## config.mk

```make
export PLATFORM = sky130hd
export DESIGN_NAME = rv_mem_req_tagger
export DESIGN_NICKNAME = d
export VERILOG_FILES = /design/src/rtl/rv_mem_req_tagger.sv
export SDC_FILE = /design/constraint.sdc
export NUM_CORES = 1
export LEC_CHECK = 0
export BUFFER_PORTS_ARGS = -buffer_cell sky130_fd_sc_hd__buf_2
export CAP_MARGIN = 10
export CORE_MARGIN = 3
export CORE_UTILIZATION = 40
export CTS_CLUSTER_SIZE = 20
export DETAILED_ROUTE_END_ITERATION = 8
export PLACE_DENSITY = 0.68
export SLEW_MARGIN = 20
export SYNTH_ARGS = -nofsm -noshare
export SYNTH_HDL_FRONTEND = slang
export SYNTH_SLANG_ARGS = --single-unit
```

## constraint.sdc

```tcl
create_clock -name clk -period 3.3 [get_ports clk]
set_clock_uncertainty 0.05 [all_clocks]
set_input_delay 0.165 -clock clk [delete_from_list [all_inputs] [get_ports clk]]
set_output_delay 0.165 -clock clk [all_outputs]
set_load 0.01 [all_outputs]
```

## src/rtl/rv_mem_req_tagger.sv

```systemverilog
// Memory request tagger: allocates the lowest free tag per LSU request, stores its metadata,
// and rejoins that metadata with out-of-order responses. Optional macro: RV_TAGGER_CHECK_EN.
module rv_mem_req_tagger #(
    parameter int DATAW  = 8,
    parameter int ADDRW  = 32,
    parameter int RDATAW = 32,
    parameter int SIZE   = 4,
    parameter int TAGW   = $clog2(SIZE)
) (
    input  logic              clk,
    input  logic              reset,
    input  logic              req_valid,
    input  logic [ADDRW-1:0]  req_addr,
    input  logic [DATAW-1:0]  req_meta,
    output logic              req_ready,
    output logic              mem_req_valid,
    output logic [ADDRW-1:0]  mem_req_addr,
    output logic [TAGW-1:0]   mem_req_tag,
    input  logic              mem_req_ready,
    input  logic              mem_rsp_valid,
    input  logic [TAGW-1:0]   mem_rsp_tag,
    input  logic [RDATAW-1:0] mem_rsp_data,
    output logic              mem_rsp_ready,
    output logic              rsp_valid,
    output logic [DATAW-1:0]  rsp_meta,
    output logic [RDATAW-1:0] rsp_data,
    input  logic              rsp_ready,
    output logic [TAGW:0]     pending_count,
    output logic              idle,
    output logic              tag_err
);

    logic [SIZE-1:0]   freeMask_q, freeMask_d;
    logic [DATAW-1:0]  metaTable_q [SIZE];
    logic              memReqValid_q, memReqValid_d;
    logic [ADDRW-1:0]  memReqAddr_q, memReqAddr_d;
    logic [TAGW-1:0]   memReqTag_q, memReqTag_d;
    logic              rspValid_q, rspValid_d;
    logic [DATAW-1:0]  rspMeta_q, rspMeta_d;
    logic [RDATAW-1:0] rspData_q, rspData_d;
    logic [TAGW:0]     pending_q, pending_d;

    logic              reqAccept;
    logic              rspAccept;
    logic              rspRelease;
    logic [TAGW-1:0]   allocTag;

    // Descending scan so the lowest free index is the last one written.
    always_comb begin
        allocTag = '0;
        for (int i = SIZE - 1; i >= 0; i--) begin
            if (freeMask_q[i]) begin
                allocTag = TAGW'(i);
            end
        end
    end

    assign req_ready     = (|freeMask_q) & (~memReqValid_q | mem_req_ready);
    assign reqAccept     = req_valid & req_ready;
    assign mem_rsp_ready = ~rspValid_q | rsp_ready;
    assign rspAccept     = mem_rsp_valid & mem_rsp_ready;
    assign rspRelease    = rspAccept & ~freeMask_q[mem_rsp_tag];

    always_comb begin
        freeMask_d    = freeMask_q;
        memReqValid_d = memReqValid_q;
        memReqAddr_d  = memReqAddr_q;
        memReqTag_d   = memReqTag_q;
        rspValid_d    = rspValid_q;
        rspMeta_d     = rspMeta_q;
        rspData_d     = rspData_q;
        pending_d     = pending_q;

        if (reqAccept) begin
            freeMask_d[allocTag] = 1'b0;
            memReqValid_d        = 1'b1;
            memReqAddr_d         = req_addr;
            memReqTag_d          = allocTag;
        end else if (mem_req_ready) begin
            memReqValid_d = 1'b0;
        end

        // A response to an unallocated tag is still forwarded but never touches the pool.
        if (rspAccept) begin
            rspValid_d = 1'b1;
            rspMeta_d  = metaTable_q[mem_rsp_tag];
            rspData_d  = mem_rsp_data;
            if (rspRelease) begin
                freeMask_d[mem_rsp_tag] = 1'b1;
            end
        end else if (rsp_ready) begin
            rspValid_d = 1'b0;
        end

        if (reqAccept && !rspRelease) begin
            pending_d = pending_q + (TAGW+1)'(1);
        end else if (!reqAccept && rspRelease) begin
            pending_d = pending_q - (TAGW+1)'(1);
        end
    end

    always_ff @(posedge clk) begin
        if (reset) begin
            freeMask_q    <= '1;
            memReqValid_q <= 1'b0;
            memReqAddr_q  <= '0;
            memReqTag_q   <= '0;
            rspValid_q    <= 1'b0;
            rspMeta_q     <= '0;
            rspData_q     <= '0;
            pending_q     <= '0;
        end else begin
            freeMask_q    <= freeMask_d;
            memReqValid_q <= memReqValid_d;
            memReqAddr_q  <= memReqAddr_d;
            memReqTag_q   <= memReqTag_d;
            rspValid_q    <= rspValid_d;
            rspMeta_q     <= rspMeta_d;
            rspData_q     <= rspData_d;
            pending_q     <= pending_d;
        end
    end

    // Contents are meaningful only while a tag is allocated, so the table carries no reset.
    always_ff @(posedge clk) begin
        if (reqAccept) begin
            metaTable_q[allocTag] <= req_meta;
        end
    end

`ifdef RV_TAGGER_CHECK_EN
    logic tagErr_q;
    logic rspUnalloc;

    assign rspUnalloc = rspAccept & freeMask_q[mem_rsp_tag];

    always_ff @(posedge clk) begin
        if (reset) begin
            tagErr_q <= 1'b0;
        end else if (rspUnalloc) begin
            tagErr_q <= 1'b1;
        end
    end

    assign tag_err = tagErr_q;
`else
    assign tag_err = 1'b0;
`endif

    assign mem_req_valid = memReqValid_q;
    assign mem_req_addr  = memReqAddr_q;
    assign mem_req_tag   = memReqTag_q;
    assign rsp_valid     = rspValid_q;
    assign rsp_meta      = rspMeta_q;
    assign rsp_data      = rspData_q;
    assign pending_count = pending_q;
    assign idle          = (pending_q == '0) & ~memReqValid_q & ~rspValid_q;

endmodule

```

* After elaboration in Yosys (flattened, before gate mapping) *
Memory sizes are Yosys's and may differ from the RTL's. A register that Yosys moved wholly into a read port is not among the register bits.
Index checks and enable logic that the tools add are counted.

word-level totals
  memories kept = 1
  RAM bits = 32
  logic and storage cells = 60
  bits in latches = 0
  memory bits (read-only) = 0
  output and inout port bits = 83
  input port bits = 80
  register bits = 75

cells by class
  shift operators = 0
  $lt $le $gt $ge = 4
  reductions and logical operators = 11
  add/sub/neg operators = 2
  divide/modulo/power cells = 0
  bitwise gates (word level) = 14
  equality and inequality tests = 0
  mux-type cells = 21
  $mul = 0

memory list
  name         depth  bits a word  rd ports  clocked after memory_dff  write ports  RTL line  RTL
  metaTable_q  4      8            1         1                         1            34        logic [DATAW-1:0] metaTable_q [SIZE];

operator list
  cell                                                                count
  2-to-1 mux 4 bit                                                    3
  2-to-1 mux 1 bit                                                    9
  2-to-1 mux 2 bit                                                    4
  bitwise AND 1 bit                                                   6
  < comparator 2 x 3 -> 1 bit (second input constant)                 2
  2-to-1 mux 3 bit                                                    2
  nonzero test 2 bit                                                  3
  bitwise AND 4 bit                                                   1
  demux 1 bit (select 2 bit)                                          2
  greater-or-equal comparator 2 x 1 -> 1 bit (second input constant)  2
  logical AND 1 bit                                                   4
  inverter 4 bit                                                      1
  bitwise OR 4 bit                                                    1
  OR reduction 4 bit                                                  1
  adder 3 x 1 -> 3 bit (second input constant)                        1
  logical NOT 3 bit                                                   1
  inverter 1 bit                                                      3
  subtractor 3 x 1 -> 3 bit (second input constant)                   1
  binary-select mux 1 bit (select 2 bit)                              1
  logical NOT 1 bit                                                   2
  bitwise OR 1 bit                                                    2

* Logic depth before layout (Yosys ltp) *
  depth after elaboration = 14
  gate-level depth with buffers = 11
  depth with buffers taken out = 9

* Worst setup path before layout *
Ideal clock, no wire load.

  kind = reg2reg
  from = register memReqValid_q, in the netlist mem_req_valid
  to = register pending_q[2], in the netlist pending_count[2]
  data required time = 3,179 ps
  path buffers = 2
  setup time = 71 ps
  setup slack = 828 ps
  period minus slack after synthesis = 2,472 ps
  cell stages (with the launch flop) = 12
  data arrival time = 2,351 ps
  path through = dfxtp_1 > nor2b_1 > or3_1 > buf_6 > inv_2 > buf_4 > ha_1 > inv_1 > fa_1 > xor2_1 > or3_1 > a21oi_1

between the ends
  longest elaborated chain between the ends = 7
  elaborated cells between the ends (all ways) = 9
  classes of those cells = mux (1); bitwise (4); reduce/logical (4)

ends and longest elaborated chain
  what                                 RTL line  RTL
  from (decl)                          35        logic memReqValid_q, memReqValid_d;
  from (signal assigned)               114       memReqValid_q <= memReqValid_d;
  inverter 1 bit *                     58        assign req_ready = (|freeMask_q) & (~memReqValid_q | mem_req_ready);
  bitwise OR 1 bit *                   58
  bitwise AND 1 bit *                  58
  bitwise AND 1 bit *                  59        assign reqAccept = req_valid & req_ready;
  logical NOT 1 bit                    97        end else if (!reqAccept && rspRelease) begin
  logical AND 1 bit                    97
  nonzero test 2 bit (no source line)  n/a
  to (signal assigned)                 120       pending_q <= pending_d;
  to (decl)                            41        logic [TAGW:0] pending_q, pending_d;

Mark *: on every way between the ends. The rest lies on a longest branch, timed or not.
A chain may end at the register's enable or synchronous reset.

* Worst setup path in the final report *
  from = register freeMask_q[2]
  to = register pending_q[2], in the netlist pending_count[2]

between the ends
  longest elaborated chain between the ends = 7
  elaborated cells between the ends (all ways) = 13
  classes of those cells = mux (3); bitwise (4); reduce/logical (6)

ends and longest elaborated chain
  what                                                           RTL line  RTL
  from (decl)                                                    33        logic [SIZE-1:0] freeMask_q, freeMask_d;
  from (signal assigned)                                         113       freeMask_q <= freeMask_d;
  binary-select mux 1 bit (select 2 bit)                         62        assign rspRelease = rspAccept & ~freeMask_q[mem_rsp_tag];
  2-to-1 mux 1 bit (not written as such)                         62
  inverter 1 bit                                                 62
  bitwise AND 1 bit                                              62
  logical NOT 1 bit                                              95        if (reqAccept && !rspRelease) begin
  logical AND 1 bit                                              95
  2-to-1 mux 3 bit / nonzero test 2 bit (equally long branches)  n/a

Parallel ways exist; a longest one is shown, timed or not. The select of a mux whose other input is x is not followed.

==> out/results.ini <==
[routing]
drtAntennaViolNets=0
via_per_inst=4.81
detail_route.first_pass.iterations=7
drc=0
wirelength_um=11800
avgRoutedWirePerCell_um=14.7
drtIter0Drc=308
route.vias.total=3852

[sta]
slew_headroom_pct=40.4
timing.hold.ws_ns=0.0516
finalMaxSlewViolations=0
period_needed_ns=2.31
setup_viol=0
rsz0062_at_grt=false
fmax_ghz=0.433
finalSetupTns_ns=0
tightest_slew_ns=0.894
hold_viol=0
period_share_pct=70.0

[power]
power.density_nw_per_um2=576
power.clock.fraction_pct=45.9
seqPwrFrac_pct=42.6
vdd_ir_drop_max_mv=0.334
p_leak_nw=2.85
p_switching_uw=861
sw_frac_of_total_pct=23.4
power_mw=3.69
power_frac_comb_pct=11.5
p_int_mw=2.83

[finish]
drive_gt1_share_pct=31.5
seq_area_um2=2620
fill_cells=809
syn_to_final_growth_pct=53.2
multi_input_area_um2=1400
fin_nets=736

[global_routing]
grt_max_degree=47
antenna_found_initial=0
grt_pass1_vias=3869
grt_pass1_wl_um=18500
overflow=0
grt_usage_pct=20.5

[logic_synthesis]
ys.flop_type=dfxtp_1
synth_common_cells=nand2_1, dfxtp_1, a21oi_1
synthXorXnorAreaFrac_pct=0.420
netlist_area_um2=4170
syn_area_per_cell_um2=9.96
ys_ff_latch=115
synthAdderAreaFrac_pct=0.779
yosysMostFrequentCell=nand2_1
synthMuxAreaShare_pct=5.10
seq_area_frac_synth_pct=62.8
synth_top_family_by_area=simple AND/OR/NAND/NOR gates
synthTopCellsByArea=dfxtp_1, edfxtp_1, nand2_1, a21oi_1, mux4_2
synth.largest_area_cell=dfxtp_1
synth_warnings=0
netlist_instances=419
yosysTopAreaCellShare_pct=39.8
ys_types=33
synth-simple-area-share_pct=16.2
synth-compound-area-share_pct=10.9
synth_edf_count=32
syn_nets=501
async_reset_ff_share_pct=0

[setup_path]
end_kind=flip-flop
cp-start-kind=flip-flop
critical_path_arrival_ns=2.68
required_ns=3.67
worstSetupPathType=flip-flop to flip-flop
path_max_fanout=7

[clocking]
cts_tree=yes
htreeDepth=4
clock_path_buffers=2
clock-root-buffer=clkbuf_8
post_cts_buffers=0
cts_resized=0
cts_buffers=17
clk_latency_ns=0.50
clock-sinks=115
cts_hold_buf=76
cts.reportedPaths.clkPinSlew_ns=0.05

[die]
die_y_um=108
die_area_um2=11700
start_util_pct=41.9
placementRows=36
core_um2=9950
die_x_um=108
io_pins=163

[placement]
dp_hpwl_um=7050
gp_congestion=0.824
portBuffers=161

[status]
status=finished, final reports clean

[job]
maxCapViolations=0

[hold_path]
holdCritPathClass=primary input to flip-flop

cell type report:
class	count	area share [%]
repair buffers	244	25.3
inverters	6	0.352
diodes	1	0.0391
multi-input cells	270	21.8
clock inverters	9	1.23
clock buffers	23	7.61
well taps	133	2.60
flip-flops and latches	115	41.0
placed cells by master, fill, tap and decap left out, types with 6 or more instances in the layout:
master         synthesis  final
buf_2                  4    161
nand2_1              147    147
dfxtp_1               83     83
a21oi_1               77     77
dlygate4sd3_1          0     76
edfxtp_1              32     32
clkbuf_16              0     16
mux4_2                 9      9
nor2_1                 7      7
buf_4                  4      7
clkbuf_8               0      6
kinds of logic after synthesis:
logic type,Yosys count
and+or+nand+nor,169
DFF,115
AOI/OAI and AO/OA,86
buffers and inverters,34
muxes,10
adders and majority gates,2
xor gates and xnor gates,2
other,1
path summary, 6_finish.rpt:
check	start	endpoint	slack, ns	depth (start not counted)
max	freeMask_q[2]	pending_count[2]	0.99	9
min	mem_rsp_tag[1]	freeMask_q[0]	0.05	2
max reg2reg	freeMask_q[2]	pending_count[2]	0.99	9
min reg2reg	rsp_data[11]	rsp_data[11]	0.40	2
worst max-delay path: stages, from the launching register on:
cell     delay, ns
dfxtp_1       0.43
nor4_1        0.10
or3_1         0.35
inv_2         0.07
ha_1          0.18
inv_1         0.07
fa_1          0.38
xor2_1        0.16
or3_1         0.31
a21oi_1       0.14
power groups by stage:
stage	registers [mW]	logic, mW	clock network [mW]
floorplan	1.62	0.165	0
global placement	1.59	0.341	0
detailed placement	1.60	0.351	0
CTS	1.57	0.421	1.73
global route	1.58	0.468	1.79
finish	1.57	0.424	1.69
metrics by stage:
stage	cell area, µm²	instances	utilization (%)	setup WS, ns
floorplan	4170	419	-	0.828
global route	6390	800	64.2	0.802
detailed placement	5070	692	50.9	0.938
CTS	6390	800	64.2	0.988
global placement	5070	692	50.9	1.05
finish	6390	801	64.2	0.989
flip-flops by register name (all words and copies together), names as in the netlist:
signal	count
freeMask_q	4
mem_req_addr	32
mem_req_tag	2
mem_req_valid	1
metaTable_q	32
pending_count	3
rsp_data	32
rsp_meta	8
rsp_valid	1
metal layers:
| layer | up-vias | GRT usage [%] | share of wire (%) |
|---|---|---|---|
| met5 | - | 0 | 0 |
| met4 | 0 | 11.4 | 2.9 |
| met3 | 29 | 6.87 | 6.2 |
| met2 | 136 | 35.4 | 51 |
| met1 | 1804 | 21.9 | 39 |
| li1 | 1883 | - | - |
(Power assumes the default switching activity.)
